`src/rtl/seg7_dec_display.sv`:
```
// seg7_dec_display: sequential binary-to-BCD (double dabble) driving registered active-low 7-segment digits
// with a one-entry pending buffer so upstream may strobe load at any time.
module seg7_dec_display #(
  parameter int WIDTH    = 8,
  parameter int DIGITS   = 3,
  parameter bit BLANK_LZ = 1
) (
  input  logic                  clk,
  input  logic                  rst_n,
  input  logic                  load_i,
  input  logic [WIDTH-1:0]      value_i,
  output logic                  busy_o,
  output logic                  done_o,
  output logic [4*DIGITS-1:0]   bcd_o,
  output logic [7*DIGITS-1:0]   hex_o
);
  localparam int BW = 4*DIGITS;
  localparam int CW = $clog2(WIDTH+1);
  typedef enum logic [1:0] {IDLE, CONV, SHOW} state_t;
  state_t state_q, state_d;
  logic [WIDTH-1:0] sh_q, sh_d, pval_q, pval_d;
  logic [BW-1:0] acc_q, acc_d, adj, bcd_q, bcd_d;
  logic [7*DIGITS-1:0] hex_q, hex_d, enc;
  logic [CW-1:0] cnt_q, cnt_d;
  logic pend_q, pend_d, done_q, done_d, lz;

  function automatic logic [6:0] seg(input logic [3:0] n);
    case (n)
      4'd0: return 7'h40;
      4'd1: return 7'h79;
      4'd2: return 7'h24;
      4'd3: return 7'h30;
      4'd4: return 7'h19;
      4'd5: return 7'h12;
      4'd6: return 7'h02;
      4'd7: return 7'h78;
      4'd8: return 7'h00;
      4'd9: return 7'h10;
      default: return 7'h7F;
    endcase
  endfunction

  // lz walks from the top digit down and stays set only while every digit so far is zero
  always_comb begin
    adj = acc_q;
    enc = '1;
    lz  = BLANK_LZ;
    for (int i = DIGITS-1; i >= 0; i--) begin
      adj[4*i+:4] = acc_q[4*i+:4] >= 4'd5 ? acc_q[4*i+:4] + 4'd3 : acc_q[4*i+:4];
      lz = lz && acc_q[4*i+:4] == 4'd0 && i > 0;
      enc[7*i+:7] = lz ? 7'h7F : seg(acc_q[4*i+:4]);
    end
  end

  always_comb begin
    state_d = state_q;
    sh_d    = sh_q;
    acc_d   = acc_q;
    cnt_d   = cnt_q;
    pend_d  = pend_q;
    pval_d  = pval_q;
    bcd_d   = bcd_q;
    hex_d   = hex_q;
    done_d  = 1'b0;
    if (state_q == CONV) begin
      {acc_d, sh_d} = {adj[BW-2:0], sh_q, 1'b0};
      cnt_d   = cnt_q + 1'b1;
      state_d = cnt_q == CW'(WIDTH-1) ? SHOW : CONV;
      pend_d  = pend_q | load_i;
      pval_d  = load_i ? value_i : pval_q;
    end else if (state_q == SHOW) begin
      bcd_d   = acc_q;
      hex_d   = enc;
      done_d  = 1'b1;
      pend_d  = 1'b0;
      state_d = (load_i || pend_q) ? CONV : IDLE;
    end else begin
      state_d = load_i ? CONV : IDLE;
    end
    // a load on the SHOW edge is newer than the buffered value, so it wins
    if (state_d == CONV && state_q != CONV) begin
      sh_d  = load_i ? value_i : pval_q;
      acc_d = '0;
      cnt_d = '0;
    end
  end

  always_ff @(posedge clk or negedge rst_n) begin
    if (!rst_n) begin
      state_q <= IDLE;
      sh_q    <= '0;
      acc_q   <= '0;
      cnt_q   <= '0;
      pend_q  <= 1'b0;
      pval_q  <= '0;
      bcd_q   <= '0;
      hex_q   <= '1;
      done_q  <= 1'b0;
    end else begin
      state_q <= state_d;
      sh_q    <= sh_d;
      acc_q   <= acc_d;
      cnt_q   <= cnt_d;
      pend_q  <= pend_d;
      pval_q  <= pval_d;
      bcd_q   <= bcd_d;
      hex_q   <= hex_d;
      done_q  <= done_d;
    end
  end

  assign busy_o = state_q != IDLE;
  assign done_o = done_q;
  assign bcd_o  = bcd_q;
  assign hex_o  = hex_q;
endmodule
```
`config.mk`:
```
export PLATFORM = sky130hd
export DESIGN_NAME = seg7_dec_display
export DESIGN_NICKNAME = d
export VERILOG_FILES = /design/src/rtl/seg7_dec_display.sv
export SDC_FILE = /design/constraint.sdc
export NUM_CORES = 1
export LEC_CHECK = 0
export ABC_AREA = 1
export CAP_MARGIN = 20
export CORE_MARGIN = 10
export CORE_UTILIZATION = 55
export CTS_CLUSTER_SIZE = 20
export DETAILED_ROUTE_END_ITERATION = 7
export GPL_ROUTABILITY_DRIVEN = 0
export GPL_TIMING_DRIVEN = 0
export HOLD_SLACK_MARGIN = 0.06
export PLACE_DENSITY = 0.84
export SYNTH_ARGS = -nofsm -noshare
export SYNTH_HDL_FRONTEND = slang
export SYNTH_SLANG_ARGS = --single-unit
```
`constraint.sdc`:
```
create_clock -name clk -period 1.6 [get_ports clk]
set_input_delay 0.4 -clock clk [delete_from_list [all_inputs] [get_ports clk]]
set_output_delay 0.4 -clock clk [all_outputs]
set_load 0.01 [all_outputs]
```
* Word level (Yosys, flattened, before mapping)
Memory sizes are Yosys's and may differ from the RTL's. A register that Yosys moved wholly into a read port is not among the register bits. Index checks and enable logic that the tools add are counted.
Storage, ports and cells: input bits 11, word-level logic and storage cells 57, ROM bits 336, register bits 69, memories 3
Operators by class: multiplexer cells 21, $add $sub $neg 4, equality and inequality tests 5, magnitude comparators 3, reduce and logical (&&, ||, !) cells 10, bitwise operators 2
Memories:
- (name not given) | words 16, width 7, rd ports 1, clocked after memory_dff 0, wr ports 0, RTL line 28 | case (n)
- (name not given) | words 16, width 7, rd ports 1, clocked after memory_dff 0, wr ports 0, RTL line 28
- (name not given) | words 16, width 7, rd ports 1, clocked after memory_dff 1, wr ports 0, RTL line 28
Operators with widths (number):
- $mux W12 | 2
- $mux W8 | 3
- $mux W4 | 4
- $mux W7 | 2
- $ge A4 B3 Y1 const B | 3
- $add A4 B2 Y4 const B | 2
- $logic_not A4 Y1 | 2
- $mux W1 | 7
- $reduce_bool A2 Y1 | 3
- $add A4 B1 Y4 const B | 1
- $eq A2 B1 Y1 const B | 2
- $eq A4 B3 Y1 const B | 1
- $mux W2 | 2
- $add A3 B2 Y3 const B | 1
- $mux W3 | 1
- $eq A2 B2 Y1 const B | 1
- $logic_and A1 B1 Y1 | 2
- $ne A2 B1 Y1 const B | 1
- $reduce_and A2 Y1 | 1
- $logic_not A1 Y1 | 1
- $logic_or A1 B1 Y1 | 1
- $not A1 Y1 | 1
- $or A1 B1 Y1 | 1

* Longest topological paths before layout
depth after elaboration 7, gate-level depth with buffers 9, mapped depth without buffers 8

* Least setup slack after synthesis
No wires, ideal clock.
path type register -> register, from register acc_q[0], to register acc_q[3], required time 1.471 ns, buffers on the path 0, setup slack 0.261 ns, setup time 0.129 ns, cell stages (with the launch flop) 6, arrival time 1.210 ns, path through dfrtp_1 > inv_1 > ha_1 > ha_1 > o21ai_0 > o21ai_0
Between the ends: word-level cells in the longest chain between the ends 4, elaborated cells on any way between the ends 5, those cells by class add/sub: 1; order compare: 1; mux: 3
RTL lines:
- from (decl) | RTL line 22 | logic [BW-1:0] acc_q, acc_d, adj, bcd_q, bcd_d;
- from (signal assigned) | RTL line 92 | acc_q <= '0;
- from (signal assigned) | RTL line 102 | acc_q <= acc_d;
- $add A4 B2 Y4 / $ge A4 B3 Y1 (equally long branches) | RTL line 49 | adj[4*i+:4] = acc_q[4*i+:4] >= 4'd5 ? acc_q[4*i+:4] + 4'd3 : acc_q[4*i+:4];
- $mux W4 * | RTL line 49
- $mux W12 * | RTL line 65 | if (state_q == CONV) begin
- $mux W12 * | RTL line 81 | if (state_d == CONV && state_q != CONV) begin
Every way passes the cells marked *; elsewhere a longest branch is shown, timed or not. The select of a mux whose other input is x is not followed. A chain may end at the register's enable or synchronous reset.

* Worst setup path after layout
from register hex_q[11] (netlist: hex_o[11]), to output port hex_o[11]
RTL lines:
- from (decl) | RTL line 23 | logic [7*DIGITS-1:0] hex_q, hex_d, enc;
- from (signal assigned) | RTL line 97 | hex_q <= '1;
- from (signal assigned) | RTL line 107 | hex_q <= hex_d;
- to (decl) | RTL line 15 | output logic [7*DIGITS-1:0] hex_o
No word-level cell between the ends.

==> out/qor.yml <==
outcome: "finished, final reports clean"
finalInstanceArea_um2: 4330
slowest_stage: "dfstp_2"
layout.cells.non_filler: 571
cts_max_path_buffers: 2
numCtsBuffers: 9
fp.dieArea_um2: 10100
path_cells: "dlygate4sd2_1"
fmax_mhz: 644
synth_area_leaders: "dfrtp_1 (34%), dfstp_2 (15%), nand2_1 (12%), nor2_1 (7.4%), ha_1 (7.0%)"
start_kind: "flip-flop"
finalSetupViolations: 0
ir_drop_mv: 1.15
antenna_found_initial: 0
grt_overflow_total: 0
nets: 520
critPathMaxStageDelay_ns: 0.53
path_class: "flip-flop to primary output"
crit_family: "flip-flops"
grt_pass1_wl_mm: 14.0
postSynthNetCount: 465
avgSynthCellArea_um2: 8.23
finalHoldViolations: 0
ios: 46
ys_seq_elements: 69
p_leak_uw: 0.00212
worst-path-buf-inv: 1
clkTransAtPathRegs_ns: 0.08
crit_path_end_kind: "primary output"
die_x_um: 101
worstPathArrival_ns: 1.15
dp.cells: 556
finClkSkew_ns: 0.00780
clock-sinks: 69
p_int_uw: 5540
fin_crit_ns: 1.55
die_y_um: 101
drive_above_1_share: 0.158
ys_warn_count: 0
grt_max_degree: 70
seq_area_frac_synth: 0.491
slew_violations: 0
synth_cells: 434
std_cell_rows: 29
cts_tree: "yes"
ant_nets: 0
hold_path_class: "input pin to asynchronous set/reset pin"
drt-vias-per-instance: 5.36
fillers: 522
drt_iter0_drc: 183
yosys.area.top_type: "dfrtp_1"
clock_latency_ns: 0.35
p_sw_frac: 0.418
initial_utilization: 0.566
worstMarginPinSlew_ns: 0.838
grt_pass1_vias: 3055
wl_per_cell_um: 14.4
io_buffers: 45
power.switching_uw: 3980
slew_headroom: 0.441
clkPwrFrac: 0.168
diodes: 0
core_region_area_um2: 6310
root_buffer: "clkbuf_8"
postLayoutCoreUtil: 0.686
postPlaceCellArea_um2: 4120
setup_tns_ns: 0
netlist_area_um2: 3570
cp_max_fo: 2
synth.distinct_cells: 29
vias: 3061
wl_mm: 8.24
grt.total_usage: 0.170
drc: 0
synth_top_area_share: 0.336
dp_hpwl_mm: 5.92
critPathRequiredTime_ns: 1.20
post-route-period-util: 0.970
syn_to_final_growth_pct: 21.2
drt_pass1_iterations: 5
seq_power_share: 0.356
htree_levels: 3
holdWs_ns: 0.166
power_density_nw_per_um2: 2200
cap_violations: 0
power_frac_comb: 0.477
## final timing paths
kind	from	endpoint	slack, ns	cells past startpoint
worst max-delay path	hex_o[11]	hex_o[11]	0.05	1
worst min-delay path	rst_n	bcd_o[1]	0.17	1
worst max register to register	state_q[0]	bcd_o[5]	0.10	7
worst min register to register	bcd_o[8]	bcd_o[8]	0.48	2
max in group asynchronous	rst_n	acc_q[5]	0.85	1
min in group clk	bcd_o[8]	bcd_o[8]	0.48	2
## area by class of cell
class	count	area, um2	area share
Buffer	16	130	0.0301
Clock buffer	12	178	0.0410
Clock inverter	4	51.3	0.0118
Inverter	33	126	0.0292
Multi-Input combinational cell	315	1590	0.367
Sequential cell	69	1760	0.405
Tap cell	77	96.3	0.0223
Timing Repair Buffer	45	403	0.0931
## synth_stat cells (all sizes together)
| library cell | count |
|---|---|
| nand2 | 117 |
| nor2 | 71 |
| dfrtp | 48 |
| o21ai | 41 |
| inv | 33 |
| nand3 | 27 |
| dfstp | 21 |
| ha | 20 |
| buf | 15 |
| a21oi | 14 |
| a31oi | 7 |
| o22ai | 4 |
| nor3 | 3 |
| o211ai | 3 |
| a22oi | 2 |
| clkbuf | 2 |
| o22a | 2 |
| a21boi | 1 |
| a21o | 1 |
| a22o | 1 |
| mux2i | 1 |
## metrics by stage
step / power, uW / setup slack (ns)
2_1_floorplan: 6410 / 0.261
3_5_place_dp: 8180 / -0.0657
4_1_cts: 9510 / 0.0103
3_3_place_gp: 7960 / -2.05
6_report: 9520 / 0.0480
5_1_grt: 10400 / -0.0126
## sequential cells by signal, summed over array words and instances (netlist names)
register / count
done_o: 1
cnt_q: 4
sh_q: 8
pval_q: 8
hex_o: 21
acc_q: 12
pend_q: 1
bcd_o: 12
state_q: 2
## cells by family (layout without fill, tap and decap cells)
group | Yosys count | after routing | share of synthesized area
buffers and inverters | 50 | 110 | 0.0718
flip-flops | 69 | 69 | 0.491
AO/OA/AOI/OAI | 76 | 76 | 0.118
multiplexers | 1 | 1 | 0.00280
adder cells (fa/ha/maj) | 20 | 20 | 0.0701
AND/OR/NAND/NOR | 218 | 218 | 0.246
## timing repair
action,4_1_cts,5_1_grt
pin swaps,0,0
buffers inserted,0,0
setup endpoints to repair,35,20
gates resized for setup,40,19
hold buffers,0,0
## routing by layer
layer | track usage | wire length (um) | vias to the layer above
met1 | 0.202 | 3480 | 1440
li1 | - | - | 1519
met5 | 0 | 0 | -
met3 | 0.0453 | 475 | 20
met4 | 0.0728 | 199 | 0
met2 | 0.284 | 4090 | 82
## power by group through the flow
stage          sequential [uW]  clock (uW)  combinational [uW]
6_report                  3390        1600                4540
5_1_grt                   3500        1710                5200
4_1_cts                   3370        1610                4520
3_5_place_dp              3420           0                4770
3_3_place_gp              3370           0                4590
2_1_floorplan             3520           0                2890
## layout by cell type (no fill, tap or decap), drive strengths merged, types with 7 or more instances in the layout
| master | count |
|---|---|
| dfrtp | 48 |
| nand3 | 27 |
| buf | 15 |
| nand2 | 117 |
| dfstp | 21 |
| a31oi | 7 |
| nor2 | 71 |
| clkdlybuf4s50 | 9 |
| a21oi | 14 |
| dlygate4sd2 | 32 |
| clkbuf | 15 |
| inv | 33 |
| o21ai | 41 |
| ha | 20 |
(Power assumes the default switching activity.)
